`config.mk`:
```
export PLATFORM = sky130hd
export DESIGN_NAME = wb_port_arbiter
export DESIGN_NICKNAME = d
export VERILOG_FILES = /design/src/rtl/wb_port_arbiter.sv
export SDC_FILE = /design/constraint.sdc
export NUM_CORES = 1
export LEC_CHECK = 0
export CORE_ASPECT_RATIO = 1.75
export CORE_UTILIZATION = 43
export DETAILED_ROUTE_END_ITERATION = 10
export PLACE_DENSITY = 0.86
export SETUP_SLACK_MARGIN = 0.15
export SLEW_MARGIN = 40
export SYNTH_ARGS = -nofsm -noshare
export SYNTH_HDL_FRONTEND = slang
export SYNTH_SLANG_ARGS = --single-unit
export TNS_END_PERCENT = 50
```
`constraint.sdc`:
```
create_clock -name clk_i -period 10.6 [get_ports clk_i]
set_clock_uncertainty 0.1 [all_clocks]
set_input_delay 3.18 -clock clk_i [delete_from_list [all_inputs] [get_ports clk_i]]
set_output_delay 3.18 -clock clk_i [all_outputs]
set_load 0.03 [all_outputs]
```
`src/rtl/wb_port_arbiter.sv`:
```
// Arbitrates the register-file write port between pipeline write-back (priority)
// and a one-entry buffer holding out-of-band long-latency results.
module wb_port_arbiter #(
   parameter int STARVE_LIMIT = 4,
   parameter int DATA_W       = 32
) (
   input  logic              clk_i,
   input  logic              rst_i,
   input  logic              wb_we_i,
   input  logic [4:0]        wb_rd_i,
   input  logic [DATA_W-1:0] wb_data_i,
   input  logic              mc_valid_i,
   input  logic [4:0]        mc_rd_i,
   input  logic [DATA_W-1:0] mc_data_i,
   output logic              mc_ready_o,
   output logic              stall_o,
   output logic              busy_o,
   output logic              rf_we_o,
   output logic [4:0]        rf_rd_o,
   output logic [DATA_W-1:0] rf_data_o
);

   typedef enum logic [1:0] {
      IDLE  = 2'd0,
      HELD  = 2'd1,
      FORCE = 2'd2
   } state_t;

   localparam logic [3:0] WAIT_MAX = 4'(STARVE_LIMIT - 1);

   state_t            state_r, state_nxt_s;
   logic [3:0]        wait_cnt_r, wait_cnt_nxt_s;
   logic [4:0]        buf_rd_r, buf_rd_nxt_s;
   logic [DATA_W-1:0] buf_data_r, buf_data_nxt_s;

   logic              wb_act_s;
   logic              mc_ready_s;
   logic              mc_fire_s;
   logic              stall_s;
   logic              rf_we_s;
   logic [4:0]        rf_rd_s;
   logic [DATA_W-1:0] rf_data_s;

   assign wb_act_s   = wb_we_i && (wb_rd_i != 5'd0);
   assign mc_ready_s = (state_r == IDLE) && !rst_i;
   assign mc_fire_s  = mc_valid_i && mc_ready_s;

   // State, wait counter and result buffer registers.
   always_ff @(posedge clk_i or posedge rst_i) begin
      if (rst_i) begin
         state_r    <= IDLE;
         wait_cnt_r <= 4'd0;
         buf_rd_r   <= 5'd0;
         buf_data_r <= '0;
      end else begin
         state_r    <= state_nxt_s;
         wait_cnt_r <= wait_cnt_nxt_s;
         buf_rd_r   <= buf_rd_nxt_s;
         buf_data_r <= buf_data_nxt_s;
      end
   end

   // Next-state and port mux; pipeline passes through unless the buffer owns the port.
   always_comb begin
      state_nxt_s    = state_r;
      wait_cnt_nxt_s = wait_cnt_r;
      buf_rd_nxt_s   = buf_rd_r;
      buf_data_nxt_s = buf_data_r;
      stall_s        = 1'b0;
      rf_we_s        = wb_act_s;
      rf_rd_s        = wb_rd_i;
      rf_data_s      = wb_data_i;

      case (state_r)
         IDLE: begin
            if (mc_fire_s && (mc_rd_i != 5'd0)) begin
               buf_rd_nxt_s   = mc_rd_i;
               buf_data_nxt_s = mc_data_i;
               wait_cnt_nxt_s = 4'd0;
               state_nxt_s    = HELD;
            end else begin
               state_nxt_s    = IDLE;
            end
         end
         HELD: begin
            if (!wb_act_s) begin
               rf_we_s     = 1'b1;
               rf_rd_s     = buf_rd_r;
               rf_data_s   = buf_data_r;
               state_nxt_s = IDLE;
            end else if (wb_rd_i == buf_rd_r) begin
               // Younger pipeline write to the same register supersedes the buffer.
               state_nxt_s = IDLE;
            end else if (wait_cnt_r == WAIT_MAX) begin
               state_nxt_s = FORCE;
            end else begin
               wait_cnt_nxt_s = wait_cnt_r + 4'd1;
            end
         end
         FORCE: begin
            stall_s     = 1'b1;
            rf_we_s     = 1'b1;
            rf_rd_s     = buf_rd_r;
            rf_data_s   = buf_data_r;
            state_nxt_s = IDLE;
         end
         default: begin
            state_nxt_s = IDLE;
         end
      endcase
   end

   // Outputs are forced quiet while reset is asserted.
   always_comb begin
      if (rst_i) begin
         mc_ready_o = 1'b0;
         stall_o    = 1'b0;
         busy_o     = 1'b0;
         rf_we_o    = 1'b0;
         rf_rd_o    = 5'd0;
         rf_data_o  = '0;
      end else begin
         mc_ready_o = mc_ready_s;
         stall_o    = stall_s;
         busy_o     = (state_r != IDLE);
         rf_we_o    = rf_we_s;
         rf_rd_o    = rf_rd_s;
         rf_data_o  = rf_data_s;
      end
   end

endmodule

```
==> results.json <==
{
  "fp.coreArea_um2": 5260,
  "die_x_um": 57.8,
  "routedWlPerCell_um": 16.7,
  "cts_num_sinks": 43,
  "crit_type": "in -> out",
  "htreeDepth": 2,
  "syn_area_um2": 2340,
  "cp_data_arrival_time_ps": 5790,
  "die_h_um": 99.6,
  "ys_types": 36,
  "io_pins": 119,
  "dpl-instance-area_um2": 3540,
  "grt_max_degree": 44,
  "vias": 2024,
  "clk_pin_slew_ps": 80,
  "drtPass1Iterations": 7,
  "grt-ovfl-total": 0,
  "ys_ff_latch": 43,
  "crit_top_cell": "clkdlybuf4s50_1",
  "final_common_cell": "clkdlybuf4s50_1",
  "p_int_mw": 0.363,
  "cts_buffer_depth": 2,
  "p_clk_share_pct": 25.9,
  "cap_violations": 0,
  "path_buf_inv": 3,
  "finalNonFillerCells": 369,
  "nets": 395,
  "fp-row-count": 35,
  "hpwl_um": 4730,
  "p_seq_share_pct": 43.4,
  "worstPathMaxFanout": 19,
  "hold_class": "reg -> reg",
  "grt_pass1_vias": 2083,
  "postLayoutCellArea_um2": 3660,
  "cp_slowest_stage_delay_ps": 680,
  "drc": 8,
  "peakVddDrop_uv": 78.8,
  "powerDensity_nw_per_um2": 139,
  "dp_slack_ps": 1370,
  "antenna_found_initial": 0,
  "synth_nets": 278,
  "crit_family": "buffers and inverters",
  "leakagePower_nw": 1.54,
  "track_usage_pct": 22.4,
  "cts_made_buffers": 5,
  "period_share_pct": 85.6,
  "drtAntennaViolNets": 0,
  "dp_cells": 361,
  "final_cell_mix": "118 x clkdlybuf4s50_1, 43 x dfrtp_1, 32 x mux2_2, 24 x a22o_2, 21 x nand2_1",
  "p_switching_mw": 0.148,
  "startpoint_type": "input port",
  "drv_slew": 0,
  "cts_setup_buffers": 0,
  "clockRootBuffer": "clkbuf_8",
  "period_needed_ps": 9070,
  "ys_seq_area_share_pct": 46.0,
  "syn_to_final_growth_pct": 56.5,
  "violations": "design-rule violations",
  "swShare_pct": 28.9,
  "drive_gt1_share_pct": 24.2,
  "slew_headroom_pct": 53.6,
  "crit_required_ps": 7320,
  "worst_pin_slew_ps": 692,
  "die-area_um2": 5750,
  "avgViaCountPerCell": 5.49,
  "setup_tns_ps": 0,
  "worstSetupEndpointType": "output pin",
  "final-setup-viol-count": 0,
  "drt_iter0_drc": 62,
  "clk_latency_ps": 300,
  "cts_tree": "done",
  "wirelength_um": 6180,
  "status": "finished, violations left",
  "finalWeightedCongestion": 0.770,
  "setup_slack_ps": 1530,
  "critPathSlowestCell": "clkdlybuf4s50_1",
  "path_cells": "clkdlybuf4s50_1, or4_4, o21ai_2, a21oi_2, nor3b_4, buf_4, a22o_2, clkdlybuf4s50_1",
  "start_util_pct": 44.5,
  "avgSynthCellArea_um2": 11.9,
  "antenna_cells": 0,
  "cts_hold_buf": 0,
  "fmax_mhz": 110,
  "synth_cells": 196,
  "grt_first_pass_wirelength_um": 9760,
  "cts_resized": 0,
  "p_comb_share_pct": 30.7,
  "nFillCells": 397,
  "rsz0062_at_grt": "false",
  "hold_viol_final": 0,
  "ys_warn_count": 0,
  "io_buffers": 118
}
-- state kept, by name, summed over array words and instances, names as in the netlist --
signal,cells
buf_data_r,32
buf_rd_r,5
state_r,2
wait_cnt_r,4
-- per-layer routing --
metal / wire [µm] / vias up / part of all wire [%] / global-route usage [%]
li1: - / 964 / - / -
met4: 201 / 0 / 3.3 / 10.8
met1: 2140 / 976 / 35 / 23.1
met2: 3540 / 69 / 57 / 42.0
met3: 290 / 15 / 4.7 / 3.90
met5: 0 / - / 0 / 0
-- power groups by stage --
stage	registers (mW)	clock network, mW	logic, mW
after floorplan	0.217	0	0.0962
after global placement	0.223	0	0.153
after detailed placement	0.225	0	0.157
after CTS	0.222	0.135	0.158
after global routing	0.227	0.142	0.168
final	0.222	0.132	0.157
-- worst reg2reg max path: stages (launching register included) --
cell and delay (ps):
dfrtp_1 390, inv_1 120, ha_1 260, and3b_1 330, o21a_1 160, buf_4 370, a21oi_1 180, a32o_1 230
a31o_2 210
-- final timing paths --
path / from / cells past startpoint / to / slack, ps
worst max-delay path: wb_rd_i[4] / 8 / rf_rd_o[0] / 1530
worst min-delay path: buf_data_r[15] / 1 / buf_data_r[15] / 410
worst max register to register: state_r[0] / 8 / wait_cnt_r[2] / 8150
worst min register to register: buf_data_r[15] / 1 / buf_data_r[15] / 410
max in group asynchronous: rst_i / 3 / buf_data_r[28] / 6510
min in group asynchronous: rst_i / 3 / buf_rd_r[1] / 3510
-- logic make-up (layout without fill, tap and decap cells) --
kind of cell	Yosys count	in the layout	synth area share, %
AO/OA/AOI/OAI	54	54	20.5
flip-flops	43	43	46.0
AND/OR/NAND/NOR	40	40	9.25
multiplexers	33	33	15.8
buffers and inverters	17	135	4.49
XOR/XNOR	5	5	1.87
adder cells (fa/ha/maj)	4	4	2.14
-- layout make-up --
class / instances / area (µm²) / area share, %
Clock buffer: 6 / 82.6 / 2.25
Clock inverter: 2 / 35.0 / 0.956
Inverter: 4 / 15.0 / 0.410
Multi-Input combinational cell: 136 / 1170 / 31.9
Sequential cell: 43 / 1080 / 29.4
Tap cell: 55 / 68.8 / 1.88
Timing Repair Buffer: 123 / 1220 / 33.3
-- cell usage after synthesis --
master	count	area, µm²
a21oi_2	2	17.5
xnor2_1	2	17.5
dfrtp_1	43	1080
a22o_1	14	123
clkbuf_1	5	18.8
nor3b_4	1	18.8
or4_1	1	7.51
o21ai_2	1	8.76
nand3b_1	1	7.51
nor2b_1	1	6.26
a32o_1	1	10.0
o21ai_1	1	5.00
a31o_2	1	8.76
nand4_1	1	6.26
a31oi_1	1	6.26
buf_6	5	56.3
mux2_2	32	360
and2_1	2	12.5
a21boi_0	1	7.51
or4_4	1	11.3
mux2i_1	1	10.0
a22o_2	24	240
o211ai_1	3	22.5
ha_1	4	50.1
nand4b_1	2	17.5
inv_1	4	15.0
nor3_1	1	5.00
nand2_1	21	78.8
xor2_1	3	26.3
nor2_1	4	15.0
and3b_1	1	8.76
o21a_1	2	15.0
or3b_2	1	8.76
a21oi_1	3	15.0
buf_2	3	15.0
and3_1	2	12.5
-- through the flow --
stage | power (mW) | hold slack (ps) | utilization (%)
after floorplan | 0.313 | 381 | -
after global placement | 0.376 | 389 | 67.3
after detailed placement | 0.383 | 397 | 67.3
after CTS | 0.515 | 415 | 69.6
after global routing | 0.537 | 432 | 69.7
final | 0.510 | 410 | 69.7
No activity file was read; power rests on OpenSTA's default activity.
